$ cat config.mk
export PLATFORM = sky130hd
export DESIGN_NAME = local_inj_queue
export DESIGN_NICKNAME = d
export VERILOG_FILES = /design/src/rtl/local_inj_queue_pkg.sv /design/src/rtl/inj_fifo_mem.sv /design/src/rtl/local_inj_queue.sv
export SDC_FILE = /design/constraint.sdc
export NUM_CORES = 1
export LEC_CHECK = 0
export ABC_CLOCK_PERIOD_IN_PS = 3300
export BUFFER_PORTS_ARGS = -buffer_cell sky130_fd_sc_hd__buf_4
export CELL_PAD_IN_SITES_DETAIL_PLACEMENT = 1
export CELL_PAD_IN_SITES_GLOBAL_PLACEMENT = 1
export CORE_ASPECT_RATIO = 0.7
export CORE_UTILIZATION = 40
export CTS_CLUSTER_DIAMETER = 200
export DETAILED_ROUTE_END_ITERATION = 10
export GPL_ROUTABILITY_DRIVEN = 0
export PLACE_DENSITY = 0.78
export SLEW_MARGIN = 20
export SYNTH_ARGS = -nofsm -noshare
export SYNTH_HDL_FRONTEND = slang
export SYNTH_SLANG_ARGS = --single-unit
$ cat constraint.sdc
create_clock -name clk -period 3.3 [get_ports clk]
set_input_delay 0 -clock clk [delete_from_list [all_inputs] [get_ports clk]]
set_output_delay 0 -clock clk [all_outputs]
set_load 0.05 [all_outputs]
$ cat src/rtl/local_inj_queue_pkg.sv
// Shared constants for the local injection queue: flit layout and queue defaults.
package local_inj_queue_pkg;

    localparam int unsigned FLIT_WIDTH        = 32;
    localparam int unsigned VALID_POS         = FLIT_WIDTH - 1;
    localparam int unsigned TIME_POS          = 0;
    localparam int unsigned INJ_DEPTH         = 4;
    localparam int unsigned INJ_STARVE_THRESH = 16;

endpackage

$ cat src/rtl/inj_fifo_mem.sv
// Register array for the injection queue: one synchronous write port, one asynchronous read port.
module inj_fifo_mem #(
    parameter int unsigned DATA_WIDTH = 32,
    parameter int unsigned DEPTH      = 4,
    parameter int unsigned ADDR_WIDTH = 2
) (
    input  logic                  clk,
    input  logic                  we,
    input  logic [ADDR_WIDTH-1:0] waddr,
    input  logic [DATA_WIDTH-1:0] wdata,
    input  logic [ADDR_WIDTH-1:0] raddr,
    output logic [DATA_WIDTH-1:0] rdata
);

    logic [DATA_WIDTH-1:0] mem_q [DEPTH];

    // Contents need no reset: occupancy gates every read that matters.
    always_ff @(posedge clk) begin
        if (we) begin
            mem_q[waddr] <= wdata;
        end
    end

    assign rdata = mem_q[raddr];

endmodule

$ cat src/rtl/local_inj_queue.sv
// Per-node injection FIFO feeding the local stage inject port, with head-of-line starvation tracking.
// Optional macro LOCAL_INJ_THROTTLE_EN: while starve is set, enq_ready is held low.
module local_inj_queue
    import local_inj_queue_pkg::*;
#(
    parameter int unsigned DATA_WIDTH    = FLIT_WIDTH,
    parameter int unsigned DEPTH         = INJ_DEPTH,
    parameter int unsigned CNT_WIDTH     = 3,
    parameter int unsigned STARVE_THRESH = INJ_STARVE_THRESH,
    parameter int unsigned STARVE_WIDTH  = 5
) (
    input  logic                  clk,
    input  logic                  reset,
    input  logic [DATA_WIDTH-1:0] enq_flit,
    input  logic                  enq_valid,
    output logic                  enq_ready,
    output logic [DATA_WIDTH-1:0] inj_flit,
    input  logic                  inj_grant,
    input  logic                  inj_merge,
    output logic [CNT_WIDTH-1:0]  occupancy,
    output logic                  starve
);

    localparam int unsigned PtrWidth = (DEPTH > 1) ? $clog2(DEPTH) : 1;

    logic [PtrWidth-1:0]     rd_ptr_q, rd_ptr_d;
    logic [PtrWidth-1:0]     wr_ptr_q, wr_ptr_d;
    logic [CNT_WIDTH-1:0]    occ_q, occ_d;
    logic [STARVE_WIDTH-1:0] starve_cnt_q, starve_cnt_d;
    logic [DATA_WIDTH-1:0]   wr_flit;
    logic [DATA_WIDTH-1:0]   head_flit;
    logic                    full, empty, push, pop;

    assign full  = (occ_q == CNT_WIDTH'(DEPTH));
    assign empty = (occ_q == '0);

`ifdef LOCAL_INJ_THROTTLE_EN
    assign enq_ready = !full && !starve;
`else
    assign enq_ready = !full;
`endif

    assign push = enq_valid && enq_ready;
    assign pop  = (inj_grant || inj_merge) && !empty;

    always_comb begin
        wr_flit            = enq_flit;
        wr_flit[VALID_POS] = 1'b1;
    end

    inj_fifo_mem #(
        .DATA_WIDTH (DATA_WIDTH),
        .DEPTH      (DEPTH),
        .ADDR_WIDTH (PtrWidth)
    ) u_mem (
        .clk   (clk),
        .we    (push),
        .waddr (wr_ptr_q),
        .wdata (wr_flit),
        .raddr (rd_ptr_q),
        .rdata (head_flit)
    );

    // Empty queue presents an all-zero flit so the local stage sees no request.
    assign inj_flit  = empty ? '0 : head_flit;
    assign occupancy = occ_q;
    assign starve    = (starve_cnt_q == STARVE_WIDTH'(STARVE_THRESH));

    always_comb begin
        rd_ptr_d     = rd_ptr_q;
        wr_ptr_d     = wr_ptr_q;
        starve_cnt_d = starve_cnt_q;
        if (push) begin
            wr_ptr_d = (wr_ptr_q == PtrWidth'(DEPTH - 1)) ? '0 : wr_ptr_q + 1'b1;
        end
        if (pop) begin
            rd_ptr_d = (rd_ptr_q == PtrWidth'(DEPTH - 1)) ? '0 : rd_ptr_q + 1'b1;
        end
        occ_d = occ_q + CNT_WIDTH'(push) - CNT_WIDTH'(pop);
        if (empty || pop) begin
            starve_cnt_d = '0;
        end else if (!starve) begin
            starve_cnt_d = starve_cnt_q + 1'b1;
        end
    end

    always_ff @(posedge clk) begin
        if (reset) begin
            rd_ptr_q     <= '0;
            wr_ptr_q     <= '0;
            occ_q        <= '0;
            starve_cnt_q <= '0;
        end else begin
            rd_ptr_q     <= rd_ptr_d;
            wr_ptr_q     <= wr_ptr_d;
            occ_q        <= occ_d;
            starve_cnt_q <= starve_cnt_d;
        end
    end

endmodule

==> results.json <==
{
  "cts.clk_slew.worst_paths_ns": 0.06,
  "clock_sinks": 138,
  "hold_viol_final": 0,
  "fp-row-count": 35,
  "synth-edff-count": 124,
  "ys_top_cells_by_area": "edfxtp_1 (69%), mux4_2 (13%), dfxtp_1 (5.2%)",
  "status": "completed",
  "avgSynthCellArea_um2": 20.1,
  "synth_area_leader_cell": "edfxtp_1",
  "slew_headroom": 0.366,
  "wirelength_mm": 10.9,
  "fin_ws_ns": 0.882,
  "rsz0062_at_grt": "false",
  "post-route-period-util": 0.733,
  "grt_pass1_vias": 3122,
  "endpoint_kind": "flip-flop",
  "diodes": 0,
  "synth_area_um2": 5400,
  "crit_fanout": 7,
  "numCtsBuffers": 17,
  "ys_ff_latch": 138,
  "drc": 0,
  "drtPass1Iterations": 4,
  "crit_path_start": "occupancy[2]$_SDFF_PP0_",
  "setup_viol": 0,
  "yosys.area.top_type_share": 0.690,
  "max-cap-violations": 0,
  "fillCellCount": 1202,
  "worstSkewPairLatency_ns": 0.42,
  "worstSetupStartpointType": "flip-flop",
  "min_period_ns": 2.42,
  "ys_types": 29,
  "fin_setup_tns_ns": 0,
  "grtUsageTotal": 0.170,
  "cts_max_level": 4,
  "port_buffers": 72,
  "async_flop_share": 0,
  "area_growth_pct": 32.1,
  "regToRegStartpoint": "occupancy[2]$_SDFF_PP0_",
  "drt_iter0_markers": 98,
  "nets": 432,
  "cts_resized": 0,
  "die_h_um": 99.2,
  "hold_class": "input port to flip-flop",
  "dp_slack_ns": 0.947,
  "yosysWarnings": 0,
  "worst-endpoint-arrival_ns": 2.72,
  "grt_remaining_overflow": 0,
  "synth_fp_nets": 315,
  "slew_violations": 0,
  "clock_skew_ns": 0.00911,
  "avgRoutedWirePerCell_um": 18.6,
  "yosys-top-cells-count": "edfxtp_1 (124), nor2b_1 (33), mux4_2 (31)",
  "yosysMostFrequentCell": "edfxtp_1",
  "critical_path_class": "flip-flop to flip-flop",
  "yosysSeqAreaShare": 0.741,
  "rrSetupSlack_ns": 0.88,
  "fin_util": 0.541,
  "die_w_um": 141,
  "drive_above_1_share": 0.361,
  "die_area_um2": 14000,
  "core-area_um2": 13200,
  "worst_pin_slew_ns": 0.939,
  "cts_tree": "done",
  "fmax_ghz": 0.414,
  "ctsRootBufferMaster": "clkbuf_16",
  "grt_max_degree": 33,
  "dp_hpwl_mm": 6.11,
  "grt_pass1_wl_mm": 16.8,
  "clockBufferDepth": 2,
  "ir_drop_mv": 0.540,
  "holdWs_ns": 0.324,
  "synth_ff_type": "edfxtp_1",
  "min-delay-start": "enq_flit[18]",
  "synth_cells": 269,
  "required_ns": 3.60,
  "antenna_found_initial": 0,
  "postRouteAntennaNets": 0,
  "io-pin-count": 74,
  "num_vias": 2823,
  "start_util": 0.410,
  "p_per_area_nw_per_um2": 928,
  "avgViaCountPerCell": 4.83,
  "p_leak_nw": 2.50
}
==> state kept, by name, indices dropped and copies added, names as in the netlist, named ones only <==
name / cells
occupancy: 3
wr_ptr_q: 2
rd_ptr_q: 2
starve_cnt_q: 5
u_mem.mem_q: 124
==> where the power goes <==
part	switching (mW)	internal [mW]	total, mW
Clock	0.694	1.33	2.02
Combinational	1.45	0.868	2.32
Sequential	0.165	2.12	2.28
==> placed cells by master, fill, tap and decap left out, types with 2 or more instances in the layout <==
cell           instances
and3_2                 4
clkinvlp_4             3
dfxtp_2                2
nor2b_1               33
buf_4                 73
nor3_1                 3
edfxtp_1             124
ha_1                   8
nand3_1                3
xor2_1                 2
mux4_2                31
clkinv_1               3
xnor2_1                5
clkinv_2               2
inv_1                  6
bufinv_16              5
a21oi_1                2
dlygate4sd3_1         36
clkbuf_16             17
mux2i_1                3
nor2_1                 6
dfxtp_1               12
nand2b_1               2
==> timing repair <==
action | CTS | global route
endpoints found under the hold margin | 138 | 0
hold buffers | 36 | 0
buffers inserted | 0 | 0
==> metrics by stage <==
| step | cells | instance area, um2 | power, mW |
|---|---|---|---|
| after floorplan | 269 | 5400 | 3.93 |
| after global placement | 516 | 6140 | 4.57 |
| after detailed placement | 516 | 6140 | 4.62 |
| after CTS | 584 | 7140 | 6.71 |
| after global routing | 584 | 7140 | 6.89 |
| final | 584 | 7140 | 6.62 |
==> cell families after synthesis <==
kind of cell               count (synthesis)  share of synthesized area
AOI/OAI and AO/OA                          4                    0.00718
DFF                                      138                      0.741
xor gates and xnor gates                   7                     0.0114
muxes                                     34                      0.135
buffers and inverters                     18                     0.0160
and+or+nand+nor                           59                     0.0670
adders and majority gates                  9                     0.0222
==> area by class of cell <==
class	count	area, um2	area share
multi-input combinational	113	1320	0.184
clock inverter	14	203	0.0284
inverter	6	22.5	0.00316
tap	185	231	0.0324
clock buffer	18	429	0.0601
timing repair buffer	110	928	0.130
sequential	138	4010	0.561
==> path summary, 6_finish.rpt <==
kind / to / cells past startpoint
setup / recovery: occupancy[2]$_SDFF_PP0_ / 8
hold / removal: u_mem.mem_q[2][18]$_DFFE_PP_ / 2
setup reg to reg: occupancy[2]$_SDFF_PP0_ / 8
hold reg to reg: rd_ptr_q[0]$_SDFFE_PP0P_ / 2
==> critical path: stages (launching register included) <==
cell,delay (ns)
dfxtp_1,0.46
or3b_1,0.48
and2_4,0.23
xnor2_1,0.13
ha_1,0.23
fa_1,0.40
xnor2_1,0.19
xnor2_1,0.14
nor2_1,0.05
==> routing by layer <==
| layer | part of all wire | up-vias | wire length, um | track usage |
|---|---|---|---|---|
| met2 | 0.50 | 67 | 5460 | 0.281 |
| met3 | 0.038 | 11 | 413 | 0.0563 |
| li1 | - | 1293 | - | - |
| met1 | 0.45 | 1452 | 4850 | 0.208 |
| met4 | 0.011 | 0 | 124 | 0.0677 |
| met5 | 0 | - | 0 | 0 |
No activity file was read; power rests on OpenSTA's default activity.
